`src/rtl/watchdog_ctrl.sv`:
```
// watchdog_ctrl
// Windowed watchdog supervisor. Software arms it once with a timeout and an
// optional window, then must kick it with KICK_KEY after the window opens and
// before the timeout expires. A missed deadline raises wdt_irq (WARN). An
// unanswered warning or an illegal kick escalates to a reset request (BITE).
// The configuration stays locked until rst.

module watchdog_ctrl #(
   parameter int unsigned CNT_W       = 16,
   parameter int unsigned WARN_CYCLES = 32,
   parameter int unsigned RST_PULSE   = 4,
   parameter logic [7:0]  KICK_KEY    = 8'hA5
) (
   input  logic             clk,
   input  logic             rst,
   input  logic             cfg_we,
   input  logic [CNT_W-1:0] cfg_timeout,
   input  logic [CNT_W-1:0] cfg_window,
   input  logic             kick_valid,
   input  logic [7:0]       kick_key,
   output logic             kick_ack,
   output logic             kick_err,
   output logic             cfg_err,
   output logic             wdt_irq,
   output logic             wdt_rst_req,
   output logic [1:0]       state_o,
   output logic [CNT_W-1:0] count_o
);

   localparam int unsigned WCNT_W = (WARN_CYCLES > 1) ? $clog2(WARN_CYCLES) : 1;
   localparam int unsigned BCNT_W = (RST_PULSE > 1) ? $clog2(RST_PULSE) : 1;
   localparam logic [WCNT_W-1:0] WCNT_LAST = WCNT_W'(WARN_CYCLES - 1);
   localparam logic [BCNT_W-1:0] BCNT_LAST = BCNT_W'(RST_PULSE - 1);

   typedef enum logic [1:0] {
      IDLE  = 2'b00,
      COUNT = 2'b01,
      WARN  = 2'b10,
      BITE  = 2'b11
   } state_t;

   state_t            state;
   logic              lock;
   logic [CNT_W-1:0]  timeout_q;
   logic [CNT_W-1:0]  window_q;
   logic [CNT_W-1:0]  count;
   logic [WCNT_W-1:0] wcnt;
   logic [BCNT_W-1:0] bcnt;

   logic key_ok;
   logic cfg_legal;
   logic window_open;
   logic count_last;
   logic wcnt_last;
   logic bcnt_last;

   // Decode this cycle's events from the current state and inputs.
   always_comb begin
      key_ok      = (kick_key == KICK_KEY);
      cfg_legal   = (state == IDLE) && !lock && (cfg_timeout != '0) &&
                    (cfg_window < cfg_timeout);
      window_open = (count >= window_q);
      count_last  = (count == timeout_q - CNT_W'(1));
      wcnt_last   = (wcnt == WCNT_LAST);
      bcnt_last   = (bcnt == BCNT_LAST);
   end

   // Supervisor FSM: counters, lock and all registered outputs in one place.
   always_ff @(posedge clk) begin
      if (rst) begin
         state       <= IDLE;
         lock        <= 1'b0;
         timeout_q   <= '0;
         window_q    <= '0;
         count       <= '0;
         wcnt        <= '0;
         bcnt        <= '0;
         kick_ack    <= 1'b0;
         kick_err    <= 1'b0;
         cfg_err     <= 1'b0;
         wdt_irq     <= 1'b0;
         wdt_rst_req <= 1'b0;
      end else begin
         // NOTE: the three pulse outputs default low every cycle and are only
         // raised below, so each is a clean one-cycle registered strobe.
         kick_ack <= 1'b0;
         kick_err <= 1'b0;
         cfg_err  <= cfg_we && !cfg_legal;

         case (state)
            IDLE: begin
               // Kicks are ignored until the watchdog is armed.
               if (cfg_we && cfg_legal) begin
                  timeout_q <= cfg_timeout;
                  window_q  <= cfg_window;
                  lock      <= 1'b1;
                  count     <= '0;
                  state     <= COUNT;
               end
            end

            COUNT: begin
               // A kick always takes priority over the deadline on the same cycle.
               if (kick_valid) begin
                  if (key_ok && window_open) begin
                     count    <= '0;
                     kick_ack <= 1'b1;
                  end else begin
                     count       <= '0;
                     bcnt        <= '0;
                     kick_err    <= 1'b1;
                     wdt_rst_req <= 1'b1;
                     state       <= BITE;
                  end
               end else if (count_last) begin
                  count   <= '0;
                  wcnt    <= '0;
                  wdt_irq <= 1'b1;
                  state   <= WARN;
               end else begin
                  count <= count + CNT_W'(1);
               end
            end

            WARN: begin
               // Any correctly keyed kick rescues the warning; no window applies here.
               if (kick_valid) begin
                  wdt_irq <= 1'b0;
                  if (key_ok) begin
                     count    <= '0;
                     kick_ack <= 1'b1;
                     state    <= COUNT;
                  end else begin
                     bcnt        <= '0;
                     kick_err    <= 1'b1;
                     wdt_rst_req <= 1'b1;
                     state       <= BITE;
                  end
               end else if (wcnt_last) begin
                  wdt_irq     <= 1'b0;
                  bcnt        <= '0;
                  wdt_rst_req <= 1'b1;
                  state       <= BITE;
               end else begin
                  wcnt <= wcnt + WCNT_W'(1);
               end
            end

            BITE: begin
               // Hold the reset request for RST_PULSE cycles, then resume counting
               // with the configuration still locked.
               if (bcnt_last) begin
                  wdt_rst_req <= 1'b0;
                  count       <= '0;
                  state       <= COUNT;
               end else begin
                  bcnt <= bcnt + BCNT_W'(1);
               end
            end

            default: state <= IDLE;
         endcase
      end
   end

   assign state_o = state;
   assign count_o = count;

endmodule

```
`config.mk`:
```
export PLATFORM = sky130hd
export DESIGN_NAME = watchdog_ctrl
export DESIGN_NICKNAME = d
export VERILOG_FILES = /design/src/rtl/watchdog_ctrl.sv
export SDC_FILE = /design/constraint.sdc
export NUM_CORES = 1
export LEC_CHECK = 0
export CORE_AREA = 2 2 92 94
export CTS_CLUSTER_SIZE = 30
export DETAILED_ROUTE_END_ITERATION = 12
export DIE_AREA = 0 0 94 96
export PLACE_DENSITY = 0.79
export SLEW_MARGIN = 20
export SYNTH_ARGS = -nofsm -noshare
export SYNTH_HDL_FRONTEND = slang
export SYNTH_SLANG_ARGS = --single-unit
```
`constraint.sdc`:
```
create_clock -name clk -period 7.4 [get_ports clk]
set_input_delay 1.11 -clock clk [delete_from_list [all_inputs] [get_ports clk]]
set_output_delay 1.11 -clock clk [all_outputs]
set_load 0.05 [all_outputs]
```
Yosys cells after proc, flatten, opt, wreduce, memory -nomap -nowiden

Cells that the tools add are included.

Register bits after elaboration: 63
Bits of input ports: 44
Word-level logic and storage cells: 109

$add $sub $neg: 4
Order comparisons: 2
Equality and inequality tests: 22
Multiplexer cells: 50
Reduce and logical (&&, ||, !) cells: 19

Operators by type and width:

| operator                | number |
|---|---|
| $mux W16                | 6 |
| $pmux W16 S4            | 1 |
| $mux W2                 | 14 |
| $mux W5                 | 4 |
| $ne A2 B2 Y1 const B    | 10 |
| $mux W1                 | 18 |
| $add A16 B1 Y16 const B | 1 |
| $eq A16 B16 Y1          | 1 |
| $ge A16 B16 Y1          | 1 |
| $lt A16 B16 Y1          | 1 |
| $reduce_bool A16 Y1     | 1 |
| $sub A16 B1 Y16 const B | 1 |
| $ne A3 B3 Y1 const B    | 4 |
| $reduce_and A6 Y1       | 2 |
| $pmux W5 S2             | 1 |
| $reduce_and A5 Y1       | 2 |
| $eq A8 B8 Y1 const B    | 1 |
| $pmux W2 S4             | 1 |
| $reduce_and A4 Y1       | 2 |
| $eq A2 B2 Y1 const B    | 3 |
| $logic_and A1 B1 Y1     | 6 |
| $pmux W1 S2             | 3 |
| $pmux W2 S3             | 1 |
| $add A5 B1 Y5 const B   | 1 |
| other kinds (10)        | 11 |

Logic depth before layout (Yosys ltp)

Gate-level depths: netlist of run 1.

Word-level depth: 7
Mapped depth: 12
Gate-level depth less buffers: 10

Least setup slack after synthesis of run 1

Ideal clock, no wire load.

Path type: input to register
Start point: in cfg_timeout[1]
End point: reg count[14], in the netlist count_o[14]
Library setup time: 65 ps
Arrival time: 3423 ps
Required time: 7335 ps
Setup slack: 3911 ps
Stages on the path: 10
Cell sequence: inv_1 -> ha_1 -> a2111o_1 -> a32oi_1 -> nand4_1 -> a211oi_1 -> clkbuf_1 -> nand4_1 -> xor2_1 -> nor2_1

Word-level cells in the longest chain between the ends: 6
Elaborated cells on any way between the ends: 7

RTL lines:

| item                                                   | line | text |
|---|---|---|
| from (decl)                                            | 17   | `input logic [CNT_W-1:0] cfg_timeout,` |
| branches (longest 2 deep; another with $lt A16 B16 Y1) | --   |  |
| $logic_and A1 B1 Y1 *                                  | 60   | `cfg_legal = (state == IDLE) && !lock && (cfg_timeout != '0) &&` |
| $logic_and A1 B1 Y1 *                                  | 93   | `if (cfg_we && cfg_legal) begin` |
| $ne A2 B1 Y1 (no line) *                               | --   |  |
| $reduce_and A4 Y1 (no line) *                          | --   |  |
| to (signal assigned)                                   | 121  | `count <= count + CNT_W'(1);` |
| to (decl)                                              | 46   | `logic [CNT_W-1:0] count;` |

Every way passes the cells marked *.
A chain may end at the register's enable or synchronous reset.

Worst setup path after layout of run 1

Start point: in cfg_timeout[14]
End point: reg count[11], in the netlist count_o[11]

Same word-level chain as after synthesis.

==> flow_metrics.py, run 1 <==
metrics = {
    "run_status": {
        "status": "finished clean",
    },
    "synth": {
        "async_reset_ff_frac": 0,
        "synth.top_cells.by_count": "nor2_1 (97), dfxtp_1 (63), inv_1 (42)",
        "synth_top_area_cell": "dfxtp_1",
        "synthAdderAreaFrac": 0.117,
        "post_synth.cell_area_avg_um2": 7.99,
        "syn-num-nets": 618,
        "synth_top_family_by_area": "simple AND/OR/NAND/NOR gates",
        "synth_seq_cells": 63,
        "yosys.area.top_type_share": 0.296,
        "synth.area.mux_share": 0.0496,
        "synth_cells": 534,
        "synth_seq_area_share": 0.296,
        "synth_edf_count": 0,
        "netlist_area_mm2": 0.00427,
        "synth_area_leaders": "dfxtp_1 (30%), ha_1 (12%), nor2_1 (8.5%), mux2i_1 (4.7%), a21oi_1 (4.2%)",
        "yosysWarnings": 0,
        "synth_flop_cell": "dfxtp_1",
        "synthXorXnorAreaFrac": 0.0616,
        "synth.most_common_cell": "nor2_1",
        "synth_compound_area_frac": 0.134,
        "yosys.area_share.simple": 0.280,
        "ys_types": 58,
    },
    "global_routing": {
        "grt_pass1_vias": 3818,
        "grtUsageTotal": 0.240,
        "grt_pass1_wl_um": 17100,
        "grt.overflow.total": 0,
        "grt_max_degree": 51,
        "antenna_found_initial": 0,
    },
    "clock_tree": {
        "ctsHtreeMaxLevel": 3,
        "clockBufferDepth": 2,
        "cts_setup_buffers": 0,
        "postCtsHoldBufs": 0,
        "ctsRootBufferMaster": "clkbuf_8",
        "cts_tree": "built",
        "clock_latency_ns": 0.35,
        "ctsResizeCount": 0,
        "clkSinkCount": 63,
        "clkTransAtPathRegs_ns": 0.08,
        "numCtsBuffers": 9,
    },
    "sta": {
        "final.min_clock_period_ns": 4.06,
        "relSlewSlack": 0.599,
        "tns_ns": 0,
        "timing.final.crit_share": 0.548,
        "finalHoldViolCount": 0,
        "finClkSkew_ns": 0.0132,
        "holdWs_ns": 0.454,
        "rsz0062_at_grt": "false",
        "tightest_slew_ns": 0.601,
        "finalSetupViolCount": 0,
        "achievable-frequency_ghz": 0.247,
        "slew_viol_final": 0,
    },
    "hold_path": {
        "hold_depth": 2,
        "min_from": "lock",
        "hold_end": "lock",
        "min_path_type": "reg -> reg",
    },
    "route": {
        "ant_nets": 0,
        "firstDrtPassIters": 5,
        "vias_per_cell": 5.80,
        "drc": 0,
        "num_vias": 4060,
        "finalWirelength_um": 10500,
        "post_drt_wl_per_cell_um": 15.1,
        "drt_iter0_drc": 195,
    },
    "place": {
        "placement.io_buffers": 66,
        "gp_congestion": 0.879,
        "hpwl_um": 8150,
    },
    "worst_setup_path": {
        "rr_startpoint": "timeout_q[0]",
        "ff2ff_setup_slack_ns": 4.18,
        "reg2reg_depth": 9,
        "cp_slowest_cell": "clkdlybuf4s50_1",
        "arrival_ns": 4.26,
        "worstPathMaxFanout": 50,
        "crit_family": "buffers and inverters",
        "setup.worst_path.start_class": "input pin",
        "rr_endpoint": "count_o[11]",
        "crit_path_end_kind": "flop",
        "criticalPathCategory": "in -> reg",
        "crit_chain": "clkdlybuf4s50_1 -> inv_1 -> ha_1 -> nand4_1 -> nor4_1 -> a32oi_1 -> nand4_1 -> buf_4 -> a211oi_1 -> buf_4 -> nor2_1 -> a21oi_2 -> nor2_1",
        "critPathRequiredTime_ns": 7.61,
        "crit_buf_inv": 4,
        "slowest_delay_ns": 0.52,
        "startpoint": "cfg_timeout[14]",
    },
    "layout": {
        "n_fill_cell": 694,
        "diodes": 0,
        "area_delta_synth_final_pct": 21.8,
        "num-nets-final": 674,
        "drive_gt1_frac": 0.0538,
        "fin_util": 0.645,
    },
    "floorplanning": {
        "initial_core_util": 0.530,
        "num_rows": 33,
        "core_area_mm2": 0.00805,
        "dieArea_mm2": 0.00902,
        "fp.dieH_um": 96,
        "die_w_um": 94,
        "io_pins": 67,
    },
    "job": {
        "max_cap_violations": 0,
    },
    "power_and_ir_drop": {
        "cellPowerDensity_mw_per_mm2": 237,
        "p_leak_nw": 2.15,
        "peakVddDrop_v": 0.000197,
    },
}
-- per-layer routing --
| metal | wire length, µm | part of all wire | global-route usage | vias to the layer above |
|---|---|---|---|---|
| met5 | 0 | 0 | 0 | - |
| met4 | 275 | 0.026 | 0.0978 | 0 |
| met3 | 517 | 0.049 | 0.0415 | 26 |
| met2 | 5000 | 0.47 | 0.404 | 130 |
| met1 | 4750 | 0.45 | 0.305 | 1906 |
| li1 | - | - | - | 1998 |
-- power by group --
part | internal, mW | switching (mW) | leakage (nW)
Sequential | 0.372 | 0.0444 | 0.512
Combinational | 0.196 | 0.285 | 1.53
Clock | 0.190 | 0.143 | 0.105
Total | 0.759 | 0.472 | 2.15
-- per-stage QoR --
stage / instances / cell area, µm² / setup slack, ns / total power, mW
6_report: 700 / 5190 / 3.34 / 1.23
5_1_grt: 700 / 5190 / 3.06 / 1.30
4_1_cts: 700 / 5190 / 3.36 / 1.23
3_5_place_dp: 684 / 4970 / 3.01 / 0.899
3_3_place_gp: 684 / 4970 / 3.13 / 0.880
2_1_floorplan: 534 / 4270 / 3.91 / 0.774
-- worst max-delay path by stage --
stage                  end  cells after the start  slack [ns]
6_report       count_o[11]                     13        3.34
5_1_grt         count_o[3]                     12        3.06
4_1_cts        count_o[11]                     12        3.36
3_5_place_dp   count_o[11]                     12        3.01
3_3_place_gp    count_o[3]                     12        3.13
2_1_floorplan  count_o[14]                     10        3.91
-- layout by cell type, fill, tap and decap left out, types with 15 or more instances in the layout --
master,count
a21oi_1,36
clkdlybuf4s50_1,66
dfxtp_1,63
ha_1,40
inv_1,42
mux2i_1,20
nand2_1,24
nand4_1,15
nor2_1,97
xnor2_1,18
-- worst register-to-register path: stages, from the launching register on --
cell and delay, ns:
dfxtp_1 0.44, inv_1 0.07, ha_1 0.30, xnor2_1 0.12
or4_1 0.56, nor4_2 0.44, o2111ai_4 0.26, nand2b_1 0.24
a21oi_2 0.51, nor2_1 0.13
-- kinds of logic after synthesis --
family	count (synthesis)
buffers and inverters	66
adders and majority gates	40
DFF	63
and+or+nand+nor	226
xor gates and xnor gates	30
muxes	21
AOI/OAI and AO/OA	88
-- area by class of cell --
cell class                 instances  area [µm²]  share of cell area
clock buffer                       9         124              0.0238
clock inverter                     7        97.6              0.0188
inverter                          42         158              0.0303
multi-input combinational        405        2740               0.527
sequential                        63        1260               0.243
tap                              105         131              0.0253
timing repair buffer              69         683               0.132
-- registers in the layout, summed over array words and instances (netlist names), 2 cells and up --
signal	flops
count_o	16
timeout_q	16
window_q	16
wcnt	5
bcnt	2
state_o	2
Note: power is estimated with default switching activity, not from simulation.
==> run 2, diff against run 1 <==
- CORE_AREA: 2 2 92 94 -> 2 2 97 99
- DIE_AREA: 0 0 94 96 -> 0 0 99 101
- PLACE_DENSITY: 0.79 -> 0.75
- clock period: 7.4 -> 3.27 ns (I/O delays scaled with it)
==> run 2 against run 1 <==
Compared with the run above:
- via count is 0.99% lower
- largest cell class unchanged
- sequential share of layout area is 0.36 points lower
- flip-flop and latch count stayed put
- critical endpoint is now state_o[1]
==> flow_metrics.py, run 2 (synthesized netlist as in run 1, its figures left out) <==
metrics = {
    "sta": {
        "finClkSkew_ns": 0.0148,
        "final.min_clock_period_ns": 3.03,
        "relSlewSlack": 0.536,
        "finalHoldViolCount": 0,
        "holdWs_ns": 0.458,
        "slew_viol_final": 0,
        "timing.final.crit_share": 0.927,
        "achievable-frequency_ghz": 0.330,
        "setup_ws_ns": 0.238,
        "tns_ns": 0,
        "rsz0062_at_grt": "false",
        "tightest_slew_ns": 0.694,
        "finalSetupViolCount": 0,
    },
    "worst_setup_path": {
        "arrival_ns": 3.29,
        "crit_path_end_kind": "flop",
        "worstPathMaxFanout": 8,
        "criticalPathCategory": "reg -> reg",
        "crit_buf_inv": 1,
        "critPathRequiredTime_ns": 3.53,
        "cp_slowest_cell": "or4_1",
        "crit_family": "simple AND/OR/NAND/NOR gates",
        "crit_chain": "inv_1 -> ha_1 -> xnor2_1 -> or4_1 -> nor4_2 -> o2111ai_4 -> and2_1 -> or4_1 -> o31ai_1",
        "slowest_delay_ns": 0.58,
        "crit_top_cell": "or4_1",
        "setup.worst_path.start_class": "flop",
    },
    "power_and_ir_drop": {
        "peakVddDrop_v": 0.000271,
        "cellPowerDensity_mw_per_mm2": 529,
        "p_leak_nw": 2.19,
        "p_total_mw": 2.79,
    },
    "clock_tree": {
        "clock_latency_ns": 0.35,
        "clockBufferDepth": 2,
        "ctsResizeCount": 0,
        "cts_setup_buffers": 0,
        "clkTransAtPathRegs_ns": 0.08,
        "ctsRootBufferMaster": "clkbuf_8",
        "cts_tree": "built",
        "clkSinkCount": 63,
        "numCtsBuffers": 9,
        "postCtsHoldBufs": 0,
        "ctsHtreeMaxLevel": 3,
    },
    "global_routing": {
        "antenna_found_initial": 0,
        "grt_pass1_wl_um": 17700,
        "grt_pass1_vias": 3752,
        "grtUsageTotal": 0.221,
        "grt.overflow.total": 0,
        "grt_max_degree": 49,
    },
    "place": {
        "gp_congestion": 0.946,
        "detailedPlace.worstSlack_ns": -0.0790,
        "placement.io_buffers": 66,
        "dp.cells": 699,
        "dpl-instance-area_mm2": 0.00507,
        "hpwl_um": 8410,
    },
    "hold_path": {
        "min_path_type": "reg -> reg",
    },
    "route": {
        "drt_iter0_drc": 315,
        "num_vias": 4020,
        "ant_nets": 0,
        "finalWirelength_um": 10800,
        "vias_per_cell": 5.62,
        "post_drt_wl_per_cell_um": 15.1,
        "drc": 0,
        "firstDrtPassIters": 4,
    },
    "layout": {
        "diodes": 0,
        "area_delta_synth_final_pct": 23.6,
        "stdcell_count": 715,
        "drive_gt1_frac": 0.0695,
        "layout_common_cells": "nor2_1 (97), clkdlybuf4s50_1 (66), dfxtp_1 (63)",
        "mostFrequentLayoutCell": "nor2_1",
        "design_area_mm2": 0.00527,
        "num-nets-final": 683,
        "fin_util": 0.587,
    },
    "floorplanning": {
        "io_pins": 67,
        "initial_core_util": 0.475,
        "core_area_mm2": 0.00898,
        "num_rows": 35,
        "dieArea_mm2": 0.0100,
        "fp.dieH_um": 101,
        "die_w_um": 99,
    },
    "run_status": {
        "status": "finished clean",
    },
    "job": {
        "max_cap_violations": 0,
    },
}
[run 2: cell count changes in the layout (fill, tap and decap cells not counted)]
cell        before  now
a211oi_1         4    3
a211oi_2         0    1
buf_12           0    1
buf_4            3   11
bufinv_16        2    1
clkbuf_8         9   10
clkinv_2         1    0
clkinvlp_4       2    3
[run 2: cell type report]
type / count / area [µm²]
fill: 819 / 3700
tap: 111 / 139
clock inverter: 6 / 70.1
multi-input combinational: 405 / 2750
sequential: 63 / 1260
clock buffer: 10 / 138
timing repair buffer: 78 / 763
inverter: 42 / 158
[run 2: worst paths after layout]
check / from / end / slack, ns / cells past startpoint
worst max-delay path: timeout_q[1] / state_o[1] / 0.24 / 9
worst max register to register: timeout_q[1] / state_o[1] / 0.24 / 9
worst min register to register: lock / lock / 0.46 / 2
worst min-delay path: lock / lock / 0.46 / 2
[run 2: worst reg2reg max path: cells and delay by family (launching register included)]
family                     cells  cell delay, ns
AOI/OAI and AO/OA              2            0.31
buffers and inverters          1            0.07
adders and majority gates      1            0.29
and+or+nand+nor                4            1.71
xor gates and xnor gates       1            0.13
DFF                            1            0.43
[run 2: routing by layer]
metal	global-route usage	vias up	wire (µm)
met5	0	-	0
met4	0.0959	0	248
met3	0.0284	18	464
met2	0.363	121	5090
met1	0.291	1863	4960
li1	-	2018	-
[run 2: report_power, final]
group / total [mW] / leakage, nW / internal (mW) / switching, mW
Clock: 0.702 / 0.0947 / 0.375 / 0.328
Combinational: 1.17 / 1.58 / 0.483 / 0.682
Sequential: 0.921 / 0.512 / 0.843 / 0.0780
